$ cat config.mk
export PLATFORM = sky130hd
export DESIGN_NAME = alu_stream
export DESIGN_NICKNAME = d
export VERILOG_FILES = /design/src/rtl/alu_stream.sv
export SDC_FILE = /design/constraint.sdc
export NUM_CORES = 1
export LEC_CHECK = 0
export BUFFER_PORTS_ARGS = -buffer_cell sky130_fd_sc_hd__clkbuf_2
export CORE_UTILIZATION = 32
export CTS_BUF_LIST = sky130_fd_sc_hd__clkbuf_4 sky130_fd_sc_hd__clkbuf_8 sky130_fd_sc_hd__clkbuf_16
export CTS_CLUSTER_DIAMETER = 30
export CTS_CLUSTER_SIZE = 8
export DETAILED_ROUTE_END_ITERATION = 7
export PLACE_DENSITY = 0.6
export SKIP_LAST_GASP = 1
export SLEW_MARGIN = 10
export SYNTH_ARGS = -nofsm -noshare
export SYNTH_HDL_FRONTEND = slang
export SYNTH_SLANG_ARGS = --single-unit
$ cat constraint.sdc
create_clock -name clk -period 3.15 [get_ports clk]
set_input_delay 0.63 -clock clk [delete_from_list [all_inputs] [get_ports clk]]
set_output_delay 0.63 -clock clk [all_outputs]
set_load 0.005 [all_outputs]
$ cat src/rtl/alu_stream.sv
// alu_stream: registered, handshaked WIDTH-bit ALU for the multicycle datapath.
//
// Takes A/B/FuncCode under a valid/ready handshake and presents the registered
// result on C. Shifts (SHL/ASR/LSR) take their amount from B[SHW-1:0] and run
// iteratively, one bit per cycle. All other ops, and shifts by zero, have a
// latency of one cycle.
//
// Handshake: a transfer happens on a rising edge where valid && ready are both
// high. A producer holds valid and its payload steady until that edge. A
// consumer can rely on C staying stable while out_valid && !out_ready.
//
// Ports
//   clk, reset_n        rising-edge clock, asynchronous active-low reset
//   in_valid/in_ready   operand handshake (A, B, FuncCode)
//   A, B                operands; B[SHW-1:0] is the shift amount
//   FuncCode            4-bit operation select
//   out_valid/out_ready result handshake (C)
//   C                   registered result
//   dbg_state           current FSM state (0 IDLE, 1 SHIFT, 2 WAIT)
//   flags               {N,Z,C,V}, only when ALU_FLAGS_EN is defined
//
// Build option: define ALU_FLAGS_EN to add the flags port and its logic.
module alu_stream #(
  parameter int WIDTH = 16,
  parameter int SHW   = $clog2(WIDTH)
) (
  input  logic             clk,
  input  logic             reset_n,
  input  logic             in_valid,
  output logic             in_ready,
  input  logic [WIDTH-1:0] A,
  input  logic [WIDTH-1:0] B,
  input  logic [3:0]       FuncCode,
  output logic             out_valid,
  input  logic             out_ready,
  output logic [WIDTH-1:0] C,
  output logic [1:0]       dbg_state
`ifdef ALU_FLAGS_EN
  ,
  output logic [3:0]       flags
`endif
);

  localparam logic [3:0] OP_SHL = 4'h6;
  localparam logic [3:0] OP_ASR = 4'h7;
  localparam logic [3:0] OP_LSR = 4'hE;

  typedef enum logic [1:0] {
    S_IDLE  = 2'd0,
    S_SHIFT = 2'd1,
    S_WAIT  = 2'd2
  } state_t;

  state_t           state_q, state_d;
  logic [WIDTH-1:0] work_q;
  logic [SHW-1:0]   cnt_q;
  logic [3:0]       op_q;

  logic [SHW-1:0]   amt;
  logic             is_shift;
  logic             accept;
  logic             slot_free;
  logic             start_shift;
  logic [WIDTH-1:0] res;
  logic [WIDTH-1:0] step_val;
  logic             load;
  logic [WIDTH-1:0] load_val;

  assign amt         = B[SHW-1:0];
  assign is_shift    = (FuncCode == OP_SHL) || (FuncCode == OP_ASR) || (FuncCode == OP_LSR);
  assign slot_free   = !out_valid || out_ready;
  assign in_ready    = (state_q == S_IDLE) && slot_free;
  assign accept      = in_valid && in_ready;
  assign start_shift = accept && is_shift && (amt != '0);
  assign dbg_state   = state_q;

  // Single-cycle result. Shift codes land here only with amt == 0, so they
  // pass A through unchanged.
  always_comb begin
    res = '0;
    case (FuncCode)
      4'h0:    res = A + B;
      4'h1:    res = A + ~B + WIDTH'(1);
      4'h2:    res = A & B;
      4'h3:    res = A | B;
      4'h4:    res = ~A;
      4'h5:    res = ~A + WIDTH'(1);
      4'h6:    res = A;
      4'h7:    res = A;
      4'h8:    res = A;
      4'h9:    res = B;
      4'hA:    res = {A[WIDTH-1:WIDTH-4], B[WIDTH-5:0]};
      4'hB:    res = ~(A | B);
      4'hC:    res = A ^ B;
      4'hD:    res = ~(A ^ B);
      4'hE:    res = A;
      4'hF:    res = ~(A & B);
      default: res = '0;
    endcase
  end

  // One iteration of the captured shift.
  always_comb begin
    step_val = work_q;
    case (op_q)
      OP_SHL:  step_val = {work_q[WIDTH-2:0], 1'b0};
      OP_ASR:  step_val = {work_q[WIDTH-1], work_q[WIDTH-1:1]};
      OP_LSR:  step_val = {1'b0, work_q[WIDTH-1:1]};
      default: step_val = work_q;
    endcase
  end

  // Next state and result-load decision. The last shift step loads C on
  // the same edge it finishes when the output slot is free. Otherwise the
  // finished value parks in work_q (WAIT) until the slot frees.
  always_comb begin
    state_d  = state_q;
    load     = 1'b0;
    load_val = res;
    case (state_q)
      S_IDLE: begin
        if (start_shift) begin
          state_d = S_SHIFT;
        end else if (accept) begin
          load     = 1'b1;
          load_val = res;
        end
      end
      S_SHIFT: begin
        if (cnt_q == SHW'(1)) begin
          if (slot_free) begin
            load     = 1'b1;
            load_val = step_val;
            state_d  = S_IDLE;
          end else begin
            state_d = S_WAIT;
          end
        end
      end
      S_WAIT: begin
        if (slot_free) begin
          load     = 1'b1;
          load_val = work_q;
          state_d  = S_IDLE;
        end
      end
      default: state_d = S_IDLE;
    endcase
  end

  always_ff @(posedge clk or negedge reset_n) begin
    if (!reset_n) begin
      state_q   <= S_IDLE;
      work_q    <= '0;
      cnt_q     <= '0;
      op_q      <= '0;
      C         <= '0;
      out_valid <= 1'b0;
    end else begin
      state_q <= state_d;
      if (start_shift) begin
        work_q <= A;
        cnt_q  <= amt;
        op_q   <= FuncCode;
      end else if (state_q == S_SHIFT) begin
        work_q <= step_val;
        cnt_q  <= cnt_q - SHW'(1);
      end
      if (load) begin
        C         <= load_val;
        out_valid <= 1'b1;
      end else if (out_ready) begin
        out_valid <= 1'b0;
      end
    end
  end

`ifdef ALU_FLAGS_EN
  logic sc_q;      // bit shifted out by the most recent shift step
  logic step_bit;
  logic load_c;
  logic load_v;

  assign step_bit = (op_q == OP_SHL) ? work_q[WIDTH-1] : work_q[0];

  // ADD carries exactly when the wrapped sum is below A. SUB's not-borrow
  // is simply A >= B. Overflow is decided from the operand and result signs.
  always_comb begin
    load_c = 1'b0;
    load_v = 1'b0;
    case (state_q)
      S_IDLE: begin
        if (FuncCode == 4'h0) begin
          load_c = (res < A);
          load_v = (A[WIDTH-1] == B[WIDTH-1]) && (res[WIDTH-1] != A[WIDTH-1]);
        end else if (FuncCode == 4'h1) begin
          load_c = (A >= B);
          load_v = (A[WIDTH-1] != B[WIDTH-1]) && (res[WIDTH-1] != A[WIDTH-1]);
        end
      end
      S_SHIFT: load_c = step_bit;
      S_WAIT:  load_c = sc_q;
      default: load_c = 1'b0;
    endcase
  end

  always_ff @(posedge clk or negedge reset_n) begin
    if (!reset_n) begin
      flags <= 4'b0000;
      sc_q  <= 1'b0;
    end else begin
      if (state_q == S_SHIFT) sc_q <= step_bit;
      if (load) flags <= {load_val[WIDTH-1], (load_val == '0), load_c, load_v};
    end
  end
`endif

endmodule
==> results of run 1 <==
==> power by group through the flow <==
stage	Combinational, µW	Clock (µW)	Sequential, µW
2_1_floorplan	1700	0	1040
3_3_place_gp	2480	0	1100
3_5_place_dp	2500	0	1100
4_1_cts	2510	706	1090
5_1_grt	2780	729	1140
6_report	2540	693	1100
==> final cells by class <==
class / instances / area, µm² / area share [%]
Sequential cell: 43 / 1080 / 14.6
Multi-Input combinational cell: 690 / 4680 / 63.3
Clock inverter: 3 / 67.6 / 0.915
Timing Repair Buffer: 133 / 863 / 11.7
Inverter: 67 / 251 / 3.41
Tap cell: 260 / 325 / 4.41
Clock buffer: 5 / 125 / 1.69
==> cells in the final DEF (no fill, tap or decap), types with 5 or more instances in the layout <==
cell,netlist,layout
o21ai_0,86,86
nand2_1,85,85
buf_4,1,73
a21oi_1,65,65
inv_1,64,64
nor2_1,61,60
clkbuf_2,0,59
ha_1,54,54
dfrtp_1,43,43
xnor2_1,26,26
mux2i_1,22,22
a22oi_1,21,21
nor3_1,18,18
o22ai_1,18,18
a222oi_1,15,15
nand2b_1,14,14
a221oi_1,14,14
nor2b_1,12,12
o221ai_1,10,10
xor2_1,10,10
nand3_1,9,9
a211oi_1,9,9
o211ai_1,9,9
a31oi_1,8,8
a22o_1,8,8
or2_2,7,7
nor4_1,7,7
a21o_1,7,7
a21boi_0,6,6
o41ai_1,5,5
o21bai_1,5,5
clkbuf_16,0,5
==> worst max-delay path: cells and delay by family <==
kind | cells | cell delay [ps]
compound gates | 5 | 930
simple gates | 3 | 620
fa+ha+maj | 2 | 580
buf+inv | 4 | 390
==> registers in the layout (all words and copies together) (netlist names) <==
register	cells
op_q	4
dbg_state	2
C	16
work_q	16
cnt_q	4
out_valid	1
==> final timing paths <==
kind / startpoint / end / cells past startpoint
min in group clk: op_q[1] / op_q[1] / 1
worst min register to register: op_q[1] / op_q[1] / 1
worst max-delay path: A[0] / C[12] / 14
max in group asynchronous: reset_n / cnt_q[3] / 2
worst max register to register: dbg_state[1] / C[3] / 9
worst min-delay path: reset_n / work_q[10] / 1
==> metal layers <==
metal | wire (µm) | global-route usage, %
met1 | 10300 | 32.2
met2 | 10500 | 36.9
met3 | 1860 | 3.43
met4 | 1090 | 11.7
met5 | 0 | 0
==> metrics by stage <==
stage / setup slack (ps) / hold slack, ps / setup TNS [ps] / util, %
floorplan: 332 / 334 / 0 / -
global placement: 34.0 / 485 / 0 / 37.8
detailed placement: -19.3 / 488 / -19.3 / 37.8
CTS: 291 / 380 / 0 / 38.8
global route: 109 / 409 / 0 / 38.8
finish: 243 / 354 / 0 / 38.8
==> cell families (layout without fill, tap and decap cells) <==
group / Yosys count / count (layout) / synth area share, %
buffers and inverters: 123 / 208 / 8.80
adders and majority gates: 56 / 56 / 11.4
muxes: 26 / 26 / 4.21
xor gates and xnor gates: 36 / 36 / 5.01
and+or+nand+nor: 245 / 245 / 18.7
AOI/OAI and AO/OA: 327 / 327 / 34.8
DFF: 43 / 43 / 17.1
==> summary.txt, run 1 <==
Status: completed
Setup Crit Path Kind: primary input to flip-flop
Flop-to-flop setup slack: 560 ps
Post-synthesis sequential element count: 43
Detailed Place HPWL: 18.9 mm
Comb pwr share: 58.6%
Final slew viol count: 0
Post-Place Cells: 1,193
Worst slew pin tran: 1010 ps
Drt initial violations: 836
Design Power: 4330 µW
CP arrival: 3140 ps
Average size of a mapped cell: 7.36 µm²
Die H: 142 µm
Post-cts sizing count: 0
Mapped Nets: 952
Grt ovf: 0
Clk_lat worst skew: 300 ps
Element type at the critical path start: primary input
P_leak: 0.00316 µW
Num rows: 50
Clk root buf: clkbuf_16
Initial Utilization: 33.1%
DRC: 0
Yosys top cell by area: dfrtp_1
Filler cells: 2,039
Critical Path, Cell by Cell: clkbuf_2 -> inv_1 -> ha_1 -> inv_1 -> fa_1 -> nor2b_1 -> o221ai_1 -> and3_1 -> o41ai_1 -> buf_4 -> and2_2 -> o41ai_1 -> a221oi_1 -> o21ai_1
H-Tree Depth: 2
Tcrit/Tclk final: 92.3%
Fin crit period: 2910 ps
Final Hold Viols: 0
Synth Instances: 856
DRT Pass-1 Iters: 6
Slew HR: 32.3%
First-pass GRT wire length: 37.0 mm
Area after DPL: 7190 µm²
CP required: 3380 ps
Post-DRT Antenna Nets: 0
Chip Width: 142 µm
Initial antenna violation count: 0
Vias in the first global route: 6,640
Num CTS Buffers: 5
Final wirelength: 23.7 mm
Buffers added on ports: 59
Number of synthesized flops with an enable pin: 0
TritonCTS clock tree: done
Layout cells sized above 1: 18.0%
Worst vdd ir: 0.353 mV
Final setup fails: 0
Commonest cells in the netlist: o21ai_0, nand2_1, a21oi_1
Worst Hold Class: primary input to async pin
Clock share of power: 16.0%
Setup bufs post-CTS: 0
Asr flop ratio synth: 100%
Routability cong.: 1.01
Crit path max fanout: 4
GRT Overall Usage: 23.8%
Critical path's largest stage delay: 390 ps
Fin nets: 1,036
Die ar.: 20,200 µm²
Hold_buf cts: 0
Fin Clk Skew: 8.22 ps
Largest net degree at the start of global routing: 33
Pwr dens: 586 nW/µm²
Vias: 7,168
WL per Instance: 19.8 µm
RSZ-0062 raised after global routing: false
I/O pin cnt: 60
Area growth from synthesis to layout: 17.3%
Area contributors post-synth: dfrtp_1, ha_1, o21ai_0
Synth Warn #: 0
Cell area after layout: 7380 µm²
Layout Cells excl Fill: 1,201
Int Power: 2330 µW
Post-synth cell types: 79
Seq pwr share: 25.4%
Max-cap violations: 0
Element type at the critical path end: flip-flop
Sw power: 2000 µW
CTS clock-pin slew for the worst setup and hold paths: 70 ps
Share of the synthesized area in the top cell type: 17.1%
Achievable Freq: 344 MHz
Syn Std Cell Area: 6300 µm²
Net Sw Frac: 46.2%
Core Region: 19,000 µm²
Vias per Instance: 5.97
Most numerous cell in the Yosys netlist: o21ai_0
CP max stage cell: fa_1
Ant. Diodes: 0
Seq/Total Area, Yosys: 17.1%
Clock Tree Buf Depth: 2
Most common flop cell mapped by yosys: dfrtp_1
CTS Sinks: 43
(Power assumes the default switching activity.)
==> run 2, diff against run 1 <==
CORE_ASPECT_RATIO = 0.9   (was default)
CORE_MARGIN = 4   (was default)
==> run 2 against run 1 <==
  * The flow now finishes with violations (design-rule violations)
  * Non-clock buffer count rose by 18
  * Critical path depth did not move
  * Maximum frequency fell by 0.22%
  * Clock power fell by 23%
  * Register-to-register slack barely moved
  * Clock-buffer cell count rose by 1
  * Sequential share of layout area fell by 0.19 points
  * Combinational power rose by 3%
  * Largest cell class unchanged
  * Largest power group unchanged
  * Highest routed layer unchanged
==> summary.txt, run 2 (synthesis gave the netlist of run 1 again) <==
Final Hold Viols: 0 (unchanged)
Initial Utilization: 32.7% (was 33.1%)
Num rows: 48 (was 50)
Detailed Place HPWL: 19.7 mm (was 18.9 mm)
Num CTS Buffers: 5 (unchanged)
Drt initial violations: 770 (was 836)
Tcrit/Tclk final: 92.5% (was 92.3%)
Clk_lat worst skew: 290 ps (was 300 ps)
Fin nets: 1,054 (was 1,036)
Vias per Instance: 5.98 (was 5.97)
Largest net degree at the start of global routing: 31 (was 33)
First-pass GRT wire length: 38.4 mm (was 37.0 mm)
Grt ovf: 0 (unchanged)
Largest registers: C (16), work_q (16) (unchanged)
P_leak: 0.00324 µW (was 0.00316 µW)
Clk root buf: clkbuf_16 (unchanged)
Area after DPL: 7330 µm² (was 7190 µm²)
Setup Crit Path Kind: primary input to flip-flop (unchanged)
Worst vdd ir: 0.276 mV (was 0.353 mV)
Status: finished with violations (was completed)
Die ar.: 22,000 µm² (was 20,200 µm²)
Final setup fails: 0 (unchanged)
Chip Width: 156 µm (was 142 µm)
GRT Overall Usage: 21.8% (was 23.8%)
Slew HR: 53.1% (was 32.3%)
Initial antenna violation count: 0 (unchanged)
CP arrival: 3140 ps (about the same)
Clock Tree Buf Depth: 2 (unchanged)
Final slew viol count: 0 (unchanged)
Max-cap violations: 0 (unchanged)
Post-DRT Antenna Nets: 0 (unchanged)
WL per Instance: 20.4 µm (was 19.8 µm)
CTS Sinks: 43 (unchanged)
Core Region: 19,300 µm² (was 19,000 µm²)
Element type at the critical path start: primary input (unchanged)
Element type at the critical path end: flip-flop (unchanged)
Worst slew pin tran: 699 ps (was 1010 ps)
Area growth from synthesis to layout: 18.9% (was 17.3%)
CTS clock-pin slew for the worst setup and hold paths: 60 ps (was 70 ps)
H-Tree Depth: 2 (unchanged)
Flop-to-flop setup slack: 550 ps (was 560 ps)
Hold_buf cts: 0 (unchanged)
Reg2Reg Depth: 10 (was 9)
Achievable Freq: 343 MHz (was 344 MHz)
Setup bufs post-CTS: 0 (unchanged)
Final wirelength: 24.7 mm (was 23.7 mm)
Violated checks: design-rule violations
RR Startpoint: cnt_q[1] (was dbg_state[1])
Commonest non-fill, non-tap cells in the layout: buf_4, o21ai_0, nand2_1 (was o21ai_0, nand2_1, buf_4)
Ant. Diodes: 0 (unchanged)
Pwr dens: 567 nW/µm² (was 586 nW/µm²)
Vias: 7,224 (was 7,168)
Post-cts sizing count: 0 (unchanged)
Crit path max fanout: 4 (unchanged)
WHS: 351 ps (was 354 ps)
Fin crit period: 2910 ps (about the same)
I/O pin cnt: 60 (unchanged)
RSZ-0062 raised after global routing: false (unchanged)
Filler cells: 2,055 (was 2,039)
Design Power: 4250 µW (was 4330 µW)
Commonest non-fill, non-tap cell in the layout: buf_4 (was o21ai_0)
TritonCTS clock tree: done (unchanged)
Vias in the first global route: 6,619 (was 6,640)
Routability cong.: 0.966 (was 1.01)
DRC: 2 (was 0)
DRT Pass-1 Iters: 8 (was 6)
Cell area after layout: 7480 µm² (was 7380 µm²)
Buffers added on ports: 59 (unchanged)
Worst Hold Class: primary input to async pin (unchanged)
CP required: 3380 ps (about the same)
Fin Clk Skew: 4.81 ps (was 8.22 ps)
Layout cells sized above 1: 19.7% (was 18.0%)
Die H: 141 µm (was 142 µm)
Endpoint of the worst register-to-register path: C[8] (was C[3])
run 2: cell count changes in the layout (fill, tap and decap cells not counted), sizes merged:
cell | before | now
buf | 74 | 92
bufinv | 2 | 0
clkbuf | 64 | 65
clkinv | 2 | 3
run 2: area by class of cell:
cell class | count | area [µm²] | area share (%)
timing repair buffer | 151 | 1010 | 13.5
clock buffer | 6 | 133 | 1.77
inverter | 67 | 251 | 3.36
multi-input combinational | 690 | 4690 | 62.6
tap | 250 | 313 | 4.18
clock inverter | 2 | 12.5 | 0.167
sequential | 43 | 1080 | 14.4
run 2: stage by stage:
step                      setup TNS (ps)  cells  utilization [%]  worst slack, ps
after floorplan                        0    856                -              332
after global placement             -2250   1201             38.0             -268
after detailed placement           -1680   1201             38.0             -236
after CTS                              0   1209             38.8             56.1
after global routing                   0   1209             38.8             96.9
final                                  0   1209             38.8              237
run 2: worst max path at each step:
stage,start,endpoint
after floorplan,A[0],C[12]
after global placement,B[1],C[8]
after detailed placement,B[1],C[8]
after CTS,B[1],C[8]
after global routing,A[0],C[12]
final,A[0],C[12]
run 2: critical path, cell delays in order:
cell and delay, ps:
clkbuf_2 90, inv_1 70, ha_1 170, inv_1 50, fa_1 390, nor2b_1 170, o221ai_1 330, and3_1 290
o41ai_1 90, buf_4 150, and2_2 190, o41ai_1 250, a221oi_1 140, o21ai_1 130
run 2: report_power, final:
group          leakage [µW]  switching [µW]  internal, µW
registers          0.000499             275           829
clock network     0.0000703             229           302
logic               0.00267            1520          1090
total               0.00324            2020          2220
run 2: routing by layer:
layer / share of wire [%] / track usage [%] / wire (µm) / vias up
li1: - / - / - / 3374
met1: 46 / 32.5 / 11400 / 3453
met2: 43 / 33.3 / 10700 / 356
met3: 8.1 / 2.73 / 2000 / 41
met4: 2.2 / 5.48 / 536 / 0
met5: 0 / 0 / 0 / -
==> run 3, diff against run 2 <==
clock period = 3.2 ns   (was 3.15 ns; I/O delays follow)
==> run 3 against run 2 <==
  * The flow now finishes without violations
  * Via count down 2.3%
  * Routed wire length fell by 2.4%
  * Clock-buffer cell count shrank 1
  * First-iteration DRC count is 27% higher
  * Sequential power about the same
  * Largest cell class unchanged
  * Largest power group unchanged
  * Highest routed layer unchanged
==> summary.txt, run 3 (synthesis gave the netlist of run 1 again) <==
Status: completed (was finished with violations)
Area growth from synthesis to layout: 16.1% (was 18.9%)
Final wirelength: 24.1 mm (was 24.7 mm)
Element type at the critical path start: primary input (unchanged)
Fin nets: 1,026 (was 1,054)
Detailed Place HPWL: 19.0 mm (was 19.7 mm)
Chip Width: 156 µm (unchanged)
Ant. Diodes: 0 (unchanged)
Pwr dens: 573 nW/µm² (was 567 nW/µm²)
Fin Clk Skew: 6.20 ps (was 4.81 ps)
I/O pin cnt: 60 (unchanged)
Clk root buf: clkbuf_16 (unchanged)
Crit path max fanout: 6 (was 4)
Largest registers: C (16), work_q (16) (unchanged)
First-pass GRT wire length: 37.3 mm (was 38.4 mm)
Core Region: 19,300 µm² (unchanged)
Design Power: 4190 µW (was 4250 µW)
Clock Tree Buf Depth: 2 (unchanged)
Area after DPL: 7140 µm² (was 7330 µm²)
Setup Crit Path Kind: primary input to flip-flop (unchanged)
Worst slew pin tran: 1170 ps (was 699 ps)
Commonest non-fill, non-tap cells in the layout: o21ai_0, nand2_1, a21oi_1 (was buf_4, o21ai_0, nand2_1)
Vias in the first global route: 6,613 (was 6,619)
Setup bufs post-CTS: 0 (unchanged)
Largest net degree at the start of global routing: 38 (was 31)
WHS: 245 ps (was 351 ps)
RSZ-0062 raised after global routing: false (unchanged)
Vias per Instance: 5.97 (was 5.98)
Commonest non-fill, non-tap cell in the layout: o21ai_0 (was buf_4)
Tcrit/Tclk final: 93.0%
Fin Setup TNS: 0 ps (unchanged)
Drt initial violations: 978 (was 770)
Fin crit period: 2970 ps
TritonCTS clock tree: done (unchanged)
Initial Utilization: 32.7% (unchanged)
Slew HR: 21.0% (was 53.1%)
Final Hold Viols: 0 (unchanged)
H-Tree Depth: 2 (unchanged)
Layout cells sized above 1: 17.1% (was 19.7%)
Post-DRT Antenna Nets: 0 (unchanged)
Num CTS Buffers: 5 (unchanged)
Cell area after layout: 7310 µm² (was 7480 µm²)
Buffers added on ports: 59 (unchanged)
CTS clock-pin slew for the worst setup and hold paths: 70 ps (was 60 ps)
Num rows: 48 (unchanged)
Final setup fails: 0 (unchanged)
GRT Overall Usage: 21.3% (was 21.8%)
Max-cap violations: 0 (unchanged)
WL per Instance: 20.4 µm (about the same)
DRC: 0 (was 2)
P_leak: 0.00312 µW (was 0.00324 µW)
Final slew viol count: 0 (unchanged)
CP arrival: 3150 ps (was 3140 ps)
Post-cts sizing count: 0 (unchanged)
Achievable Freq: 336 MHz
Post-Place Cells: 1,173 (was 1,201)
DRT Pass-1 Iters: 8 (unchanged)
Die ar.: 22,000 µm² (unchanged)
Hold_buf cts: 0 (unchanged)
Clk_lat worst skew: 290 ps (about the same)
CP required: 3380 ps (about the same)
CTS Sinks: 43 (unchanged)
Worst vdd ir: 0.267 mV (was 0.276 mV)
Worst Hold Class: primary input to async pin (unchanged)
Element type at the critical path end: flip-flop (unchanged)
Initial antenna violation count: 0 (unchanged)
Layout Cells excl Fill: 1,181 (was 1,209)
Grt ovf: 0 (unchanged)
Routability cong.: 0.952 (was 0.966)
Die H: 141 µm (unchanged)
Vias: 7,056 (was 7,224)
[run 3: worst paths after layout]
path	slack, ps	start	to	cells past startpoint
worst max-delay path	230	A[0]	C[14]	13
worst min-delay path	250	reset_n	work_q[14]	1
worst max register to register	650	dbg_state[1]	C[15]	10
worst min register to register	500	op_q[1]	op_q[1]	1
max in group asynchronous	2210	reset_n	work_q[3]	2
min in group clk	500	op_q[1]	op_q[1]	1
[run 3: critical path, cell delays in order]
cell and delay, ps:
clkbuf_2 90, buf_4 150, ha_1 270, inv_1 90, fa_1 210, nor2b_1 80
o31ai_1 390, a21oi_1 220, a211oi_1 410, o21ai_0 180, xor2_1 160, a22oi_1 160
o21ai_0 90
[run 3: where the power goes]
| part | internal [µW] | leakage (µW) | total [µW] | switching [µW] |
|---|---|---|---|---|
| Sequential | 816 | 0.000499 | 1100 | 281 |
| Combinational | 1040 | 0.00254 | 2500 | 1460 |
| Clock | 368 | 0.0000838 | 596 | 228 |
| Total | 2220 | 0.00312 | 4190 | 1970 |
[run 3: metrics by stage]
| step | util [%] | setup WS, ps |
|---|---|---|
| 2_1_floorplan | - | 372 |
| 3_3_place_gp | 37.0 | -42.0 |
| 3_5_place_dp | 37.0 | -24.0 |
| 4_1_cts | 37.9 | 277 |
| 5_1_grt | 37.9 | 43.5 |
| 6_report | 37.9 | 225 |
[run 3: per-layer routing]
metal | up-vias | GRT usage [%] | part of all wire, %
met5 | - | 0 | 0
met4 | 0 | 6.63 | 3.2
met3 | 54 | 4.24 | 9.7
met2 | 394 | 31.9 | 43
met1 | 3295 | 30.6 | 44
li1 | 3313 | - | -
[run 3: layout make-up]
type | instances | area, µm²
Fill cell | 2049 | 12000
Multi-Input combinational cell | 690 | 4680
Sequential cell | 43 | 1080
Timing Repair Buffer | 123 | 826
Tap cell | 250 | 313
Inverter | 67 | 251
Clock buffer | 5 | 125
Clock inverter | 3 | 43.8
